$ cat src/rtl/level_sequencer.sv
// level_sequencer: block-stacker level/tick controller; optional 16-bit score counter via LEVEL_SEQ_SCORE_EN.
module level_sequencer #(
  parameter int NUM_LEVELS = 15,
  parameter int LEVEL_W = 4,
  parameter int CNT_W = 24,
  parameter logic [CNT_W-1:0] SPEED_BASE = 24'd5_000_000,
  parameter logic [CNT_W-1:0] SPEED_STEP = 24'd300_000,
  parameter logic [CNT_W-1:0] SPEED_MIN = 24'd500_000,
  parameter int unsigned HOLD_CYCLES = 50_000_000
) (
  input  logic               clk,
  input  logic               reset,
  input  logic               land_valid,
  input  logic               land_hit,
  output logic [LEVEL_W-1:0] level,
  output logic [CNT_W-1:0]   speed_period,
  output logic               move_tick,
  output logic               level_up,
  output logic               win,
  output logic               lose
`ifdef LEVEL_SEQ_SCORE_EN
  , output logic [15:0]      score
`endif
);
  localparam logic [1:0] PLAY = 2'd0, ADV = 2'd1, WIN = 2'd2, LOSE = 2'd3;
  localparam int HOLD_W = $clog2(HOLD_CYCLES) + 1;
  localparam logic [HOLD_W-1:0] HOLD_LAST = HOLD_W'(HOLD_CYCLES - 1);
  localparam logic [LEVEL_W-1:0] LEVEL_TOP = LEVEL_W'(NUM_LEVELS);
  localparam int PW = CNT_W + LEVEL_W;
  // Wide arithmetic so a large level never wraps the product before saturating to the floor
  function automatic logic [CNT_W-1:0] period_f(input logic [LEVEL_W-1:0] l);
    logic [PW-1:0] p, b;
    p = PW'(l - 1'b1) * PW'(SPEED_STEP);
    b = PW'(SPEED_BASE);
    period_f = (p >= b || b - p < PW'(SPEED_MIN)) ? SPEED_MIN : CNT_W'(b - p);
  endfunction
  logic [1:0] state_q, state_d;
  logic [LEVEL_W-1:0] level_q, level_d;
  logic [CNT_W-1:0] div_q, div_d;
  logic [HOLD_W-1:0] hold_q, hold_d;
  logic tick_q, up_q, win_q, lose_q;
  logic landing, holding, hold_end;
  assign speed_period = period_f(level_q);
  always_comb begin
    landing = state_q == PLAY && land_valid;
    holding = state_q == WIN || state_q == LOSE;
    hold_end = holding && hold_q == HOLD_LAST;
    state_d = landing ? (land_hit ? (level_q == LEVEL_TOP ? WIN : ADV) : LOSE)
            : state_q == ADV ? PLAY
            : hold_end ? PLAY : state_q;
    level_d = state_d == ADV ? level_q + 1'b1 : hold_end ? LEVEL_W'(1) : level_q;
    div_d = (state_q == PLAY && state_d == PLAY && div_q != speed_period - 1'b1) ? div_q + 1'b1 : '0;
    hold_d = (holding && !hold_end) ? hold_q + 1'b1 : '0;
  end
  always_ff @(posedge clk) begin
    if (reset) begin
      state_q <= PLAY;
      level_q <= LEVEL_W'(1);
      div_q <= '0;
      hold_q <= '0;
      tick_q <= 1'b0;
      up_q <= 1'b0;
      win_q <= 1'b0;
      lose_q <= 1'b0;
    end else begin
      state_q <= state_d;
      level_q <= level_d;
      div_q <= div_d;
      hold_q <= hold_d;
      tick_q <= state_d == PLAY && div_d == period_f(level_d) - 1'b1;
      up_q <= state_d == ADV;
      win_q <= state_d == WIN;
      lose_q <= state_d == LOSE;
    end
  end
  assign level = level_q;
  assign move_tick = tick_q;
  assign level_up = up_q;
  assign win = win_q;
  assign lose = lose_q;
`ifdef LEVEL_SEQ_SCORE_EN
  logic [15:0] score_q, score_d;
  always_comb
    score_d = (hold_end && state_q == LOSE) ? 16'd0
            : (landing && land_hit && score_q != 16'hFFFF) ? score_q + 16'd1 : score_q;
  always_ff @(posedge clk)
    score_q <= reset ? 16'd0 : score_d;
  assign score = score_q;
`endif
endmodule

$ cat config.mk
export PLATFORM = sky130hd
export DESIGN_NAME = level_sequencer
export DESIGN_NICKNAME = d
export VERILOG_FILES = /design/src/rtl/level_sequencer.sv
export SDC_FILE = /design/constraint.sdc
export NUM_CORES = 1
export LEC_CHECK = 0
export CAP_MARGIN = 20
export CORE_MARGIN = 1
export CORE_UTILIZATION = 40
export CTS_CLUSTER_SIZE = 8
export DETAILED_ROUTE_END_ITERATION = 6
export PLACE_DENSITY = 0.65
export SLEW_MARGIN = 20
export SYNTH_ARGS = -nofsm -noshare
export SYNTH_HDL_FRONTEND = slang
export SYNTH_SLANG_ARGS = --single-unit
$ cat constraint.sdc
create_clock -name clk -period 14 [get_ports clk]
set_clock_uncertainty 0.1 [all_clocks]
set_input_delay 2.8 -clock clk [delete_from_list [all_inputs] [get_ports clk]]
set_output_delay 2.8 -clock clk [all_outputs]
set_load 0.03 [all_outputs]
# Word level (Yosys, flattened, before mapping)
# Index checks and enable logic that the tools add are counted.
[word_totals]
inputBits = 4
reg_bits = 61
out_inout_bits = 32
word_cells = 57
[classes]
add_sub_neg = 9
n_bitwise = 1
muxes = 10
mul = 2
n_reduce_logical = 13
magnitude_cmp = 4
n_eq_ne = 10
[op_table]
columns = ["cell", "count"]
rows = [
  ["24-bit two-way mux", 3],
  ["28-bit by 23-bit greater-or-equal comparator with 1-bit output (second input constant)", 2],
  ["28-bit by 19-bit less-than comparator with 1-bit output (second input constant)", 2],
  ["28-bit by 14-bit multiplier with 23-bit output (second input constant)", 2],
  ["23-bit by 28-bit subtractor with 28-bit output (first input constant)", 2],
  ["24-bit by 1-bit subtractor with 24-bit output (second input constant)", 2],
  ["27-bit by 1-bit adder with 27-bit output (second input constant)", 1],
  ["27-bit by 26-bit == test with 1-bit output (second input constant)", 1],
  ["24-bit by 1-bit adder with 24-bit output (second input constant)", 1],
  ["24-bit == test", 1],
  ["24-bit != test", 1],
  ["2-bit two-way mux", 5],
  ["4-bit by 1-bit subtractor with 5-bit output (second input constant)", 2],
  ["2-bit == test (second input constant)", 4],
  ["4-bit two-way mux", 2],
  ["1-bit logical AND", 6],
  ["4-bit by 1-bit adder with 4-bit output (second input constant)", 1],
  ["2-bit by 1-bit == test with 1-bit output (second input constant)", 2],
  ["4-bit == test (second input constant)", 1],
  ["2-bit logical NOT", 2],
  ["1-bit logical OR", 3],
  ["2-bit OR reduction", 1],
  ["1-bit logical NOT", 1],
  ["1-bit inverter", 1],
]

# Longest topological paths before layout
[logic_depth]
word_depth = 17
mapped_depth = 47
ltp_nobuf = 44

# Worst setup path before layout
# Ideal clock, no wire load.
[synth_timing]
kind = "input-to-reg"
from = "input land_valid"
to = "register tick_q (netlist: move_tick)"
path_stages = 46
t_arrival_ns = 13.306
t_required_ns = 13.812
path_slack_ns = 0.506
n_path_buf = 4
setup_time_ns = 0.088
path_cell_list = "or3b_1 -> clkbuf_1 -> nor3_2 -> nand2_1 -> o21ai_1 -> clkbuf_1 -> inv_1 -> nor2_1 -> nand2_1 -> xor2_1 -> inv_1 -> ha_1 -> or2_2 -> ha_1 -> ha_1 -> inv_1 -> fa_1 -> fa_1 -> [... 10 more ...] -> a2111oi_1 -> or2_1 -> buf_2 -> clkbuf_1 -> nor2_1 -> ha_1 -> nand3_1 -> mux2i_1 -> nor3_1 -> nand3b_1 -> nor2_1 -> xor2_1 -> o32ai_1 -> or4b_1 -> o21ai_0 -> nand4_1 -> a221o_1 -> nor4_2"
[synth_via]
elab_chain_len = 13
word_cells_on_any_way = 18
cone_classes = "3 x add/sub; 1 x mul; 2 x order compare; 2 x eq/ne; 4 x mux; 6 x reduce/logical"
[synth_rtl]
columns = ["element", "line", "source"]
rows = [
  ["start: declaration", "13", "input logic land_valid,"],
  ["1-bit logical AND (*)", "45", "landing = state_q == PLAY && land_valid;"],
  ["2-bit two-way mux (*)", "48", "state_d = landing ? (land_hit ? (level_q == LEVEL_TOP ? WIN : ADV) : LOSE)"],
  ["2-bit by 1-bit == test with 1-bit output (*)", "51", "level_d = state_d == ADV ? level_q + 1'b1 : hold_end ? LEVEL_W'(1) : level_q;"],
  ["4-bit two-way mux (*)", "51", ""],
  ["net level_d[0]", "38", "logic [LEVEL_W-1:0] level_q, level_d;"],
  ["4-bit by 1-bit subtractor with 5-bit output (*)", "33", "p = PW'(l - 1'b1) * PW'(SPEED_STEP);"],
  ["28-bit by 14-bit multiplier with 23-bit output (*)", "33", ""],
  ["23-bit by 28-bit subtractor with 28-bit output", "35", "period_f = (p >= b || b - p < PW'(SPEED_MIN)) ? SPEED_MIN : CNT_W'(b - p);"],
  ["28-bit by 19-bit less-than comparator with 1-bit output", "35", ""],
  ["1-bit logical OR", "35", ""],
  ["24-bit two-way mux (*)", "35", ""],
  ["24-bit by 1-bit subtractor with 24-bit output (*)", "70", "tick_q <= state_d == PLAY && div_d == period_f(level_d) - 1'b1;"],
  ["24-bit == test (*)", "70", ""],
  ["1-bit logical AND (*)", "70", ""],
  ["end signal: assignment", "70", ""],
  ["end: declaration", "41", "logic tick_q, up_q, win_q, lose_q;"],
]
# Mark *: on every way through the listed nets, which the timed path passes. The rest lies on a longest branch.
# A chain may end at the register's enable or synchronous reset.

# Worst setup path in the final report
# Ends and elaborated chain as after synthesis.

==> summary.txt <==
Cells and area
  – Ant. Diodes: 0
  – Most frequent cells in the layout: nor2_1 (133), xnor2_1 (122), ha_1 (116)
  – Final Cell Area: roughly 0.012 mm^2
  – Area Overhead vs Synth: 8.96%
  – Final non-filler cell total: roughly 1700
  – Commonest non-fill, non-tap cell in the layout: nor2_1
  – Share of layout cells above drive strength 1: about 5.5%
  – Post-layout nets: approximately 1600

GRT
  – GRT Total Usage: about 19%
  – Antenna violations before repair: 0
  – Gr ovfl total: 0
  – First-pass GRT wire length: ~45 mm
  – Largest net degree at the start of global routing: 28
  – Vias in the first global route: 9270

Yosys
  – #FFs+latches synth: 61
  – Dominant synthesized flop cell: dfxtp_1
  – Top cells by area, synth: ha_1 (13%), dfxtp_1 (11%), xnor2_1 (9.8%)
  – Cell Area, Synth: about 0.011 mm^2
  – Synth Area per Inst: 7.88 um^2
  – Post-synth EDFFs: 0
  – Post-Syn Instances: 1383
  – Ys async rst share: 0%
  – Seq/Total Area, Yosys: between 10% and 20%
  – Top-area cell type share of the netlist area: roughly an eighth
  – Largest area contributor in the netlist: ha_1
  – Post-synth cell types: between 100 and 150
  – Ys Warns: 0

Routing
  – Vias per cell: around 5.6
  – Drt pass-1 iters: 5
  – Iter 0 DRT Violations: 670
  – DRT Wirelength: roughly 27 mm
  – Vias: roughly 9800
  – Routed wire per std cell: roughly 15 um
  – Drt drc: 0
  – Final ANT Viol Nets: 0

Floorplan
  – Cell Rows: 60
  – IO Pins: 36
  – Initial Util: approximately 41%
  – Chip width: approximately 170 um
  – Die Y: 167 um
  – Core Area: 0.0269 mm^2
  – Area of the die: approximately 0.028 mm^2

Worst setup path
  – Most common cell type on the critical path: ha_1
  – CP Launch Type: input port
  – Crit-path max FO: 7
  – CP bufs+invs: 4
  – Req. time, crit path: around 14 ns
  – Arrival time worst endpoint: between 10 and 15 ns
  – CP Capture Type: flip-flop
  – CP max stage delay: between 0.5 and 0.6 ns
  – Crit path kind: in -> reg
  – Top delay family on crit path: compound AO/OA/AOI/OAI gates
  – Crit-path slowest cell: fa_1

Hold path
  – Type of the worst min-delay path: reg -> reg

Placement
  – Port Buffers: 30
  – Gpl congestion: between 0.9 and 1
  – Detail Placement HPWL: approximately 22 mm
  – Placed Area: around 0.012 mm^2
  – Placed insts: 1728

STA
  – Max Slew Vio Count: 0
  – Slew at the pin closest to its max-slew limit: ~1.1 ns
  – Min Tclk post-route: approximately 13 ns
  – Highest clock rate: 0.0754 GHz
  – Final Hold Viols: 0
  – RSZ-0062 raised after global routing: no
  – Max-slew headroom: between 20% and 30%
  – Fin Setup TNS: 0 ns
  – Fin crit share: 94.8%
  – Setup-failing EPs final: 0

Clock tree
  – CTS Root Cell: clkbuf_16
  – H-tree Lvls: 3
  – Clock sinks: 61
  – Setup repair bufs after CTS: 0
  – Worst-case clock buffer depth: 2
  – Worst-path clk slew: around 0.05 ns
  – CTS tree: yes
  – CTS buffer count: 9
  – Hold Buf Count CTS: 0
  – Clk Latency, worst-skew pair: approximately 0.33 ns

Job
  – MaxCap Viol Count: 0

Status
  – Status: complete, no violations
[path summary, 6_finish.rpt]
kind | endpoint | depth (start not counted) | from | slack [ns]
max | move_tick$_SDFF_PP0_ | 41 | land_valid | 0.73
min | div_q[0]$_SDFF_PP0_ | 1 | div_q[0]$_SDFF_PP0_ | 0.37
min reg2reg | div_q[0]$_SDFF_PP0_ | 1 | div_q[0]$_SDFF_PP0_ | 0.37
max reg2reg | div_q[5]$_SDFF_PP0_ | 37 | level[0]$_SDFF_PP1_ | 2.04
[cell type report]
class                      instances  area, um^2
clock buffer                       9         225
clock inverter                     7        52.6
fill                            2680       15000
inverter                         103         387
multi-input combinational       1173        9110
sequential                        61        1220
tap                              341         427
timing repair buffer              50         450
[layer usage]
metal | vias to the layer above | wire length, um | GRT usage, %
met5 | - | 0 | 0
met4 | 0 | 303 | 2.86
met3 | 25 | 849 | 1.47
met2 | 168 | 12500 | 32.9
met1 | 4642 | 13200 | 27.1
li1 | 4948 | - | -
[kinds of logic (layout without fill, tap and decap cells)]
logic type               Yosys count  count (layout)  share of synthesized area [%]
multiplexers                      24              24                           2.23
other                              2               8                         0.0689
flip-flops                        61              61                           11.2
adder cells (fa/ha/maj)          160             160                           21.4
buffers and inverters            155             169                           5.68
AND/OR/NAND/NOR                  500             500                           24.0
XOR/XNOR                         195             195                           16.3
AO/OA/AOI/OAI                    286             286                           19.1
[Yosys cell counts (6+ instances only)]
master      n
a211o_1     7
a211oi_1   14
a21o_1     17
a21oi_1    65
and2_1     15
and3_1     23
and4_1     14
buf_2       9
buf_4       7
clkbuf_1   35
dfxtp_1    61
fa_1       44
ha_1      116
inv_1     101
mux2i_1    22
nand2_1    83
nand2b_1   19
nand3_1    54
nand4_1    26
nor2_1    133
nor2b_1    19
nor3_1     41
nor4_1     11
o211ai_1   12
o21a_1     14
o21ai_0    44
o21bai_1    6
or3_1      16
xnor2_1   122
xor2_1     67
[state kept, by name (all words and copies together), names as in the netlist]
| register | count |
|---|---|
| lose | 1 |
| div_q | 24 |
| move_tick | 1 |
| level | 4 |
| state_q | 2 |
| hold_q | 27 |
| win | 1 |
| level_up | 1 |
[per-stage QoR]
stage / hold WS, ns / worst slack, ns / utilization (%)
2_1_floorplan: 0.330 / 0.506 / -
3_3_place_gp: 0.345 / 0.520 / 43.0
3_5_place_dp: 0.354 / 0.0413 / 43.0
4_1_cts: 0.366 / 0.337 / 44.1
5_1_grt: 0.381 / 0.0641 / 44.2
6_report: 0.368 / 0.730 / 44.2
[worst register-to-register path: cells and delay by family (launching register included)]
kind | cells | cell delay [ns]
simple gates | 11 | 3.88
fa+ha+maj | 8 | 3.06
compound gates | 9 | 2.00
xor+xnor | 3 | 1.60
buf+inv | 6 | 0.84
flops | 1 | 0.29
[repair_timing]
action / in CTS / in global routing
gates resized for setup: 0 / 7
endpoints found under the hold margin: 0 / 0
endpoints found under the setup margin: 0 / 1
Power is not shown: default switching activity piles up to over one toggle a cycle in this logic, so the estimate is an artifact.
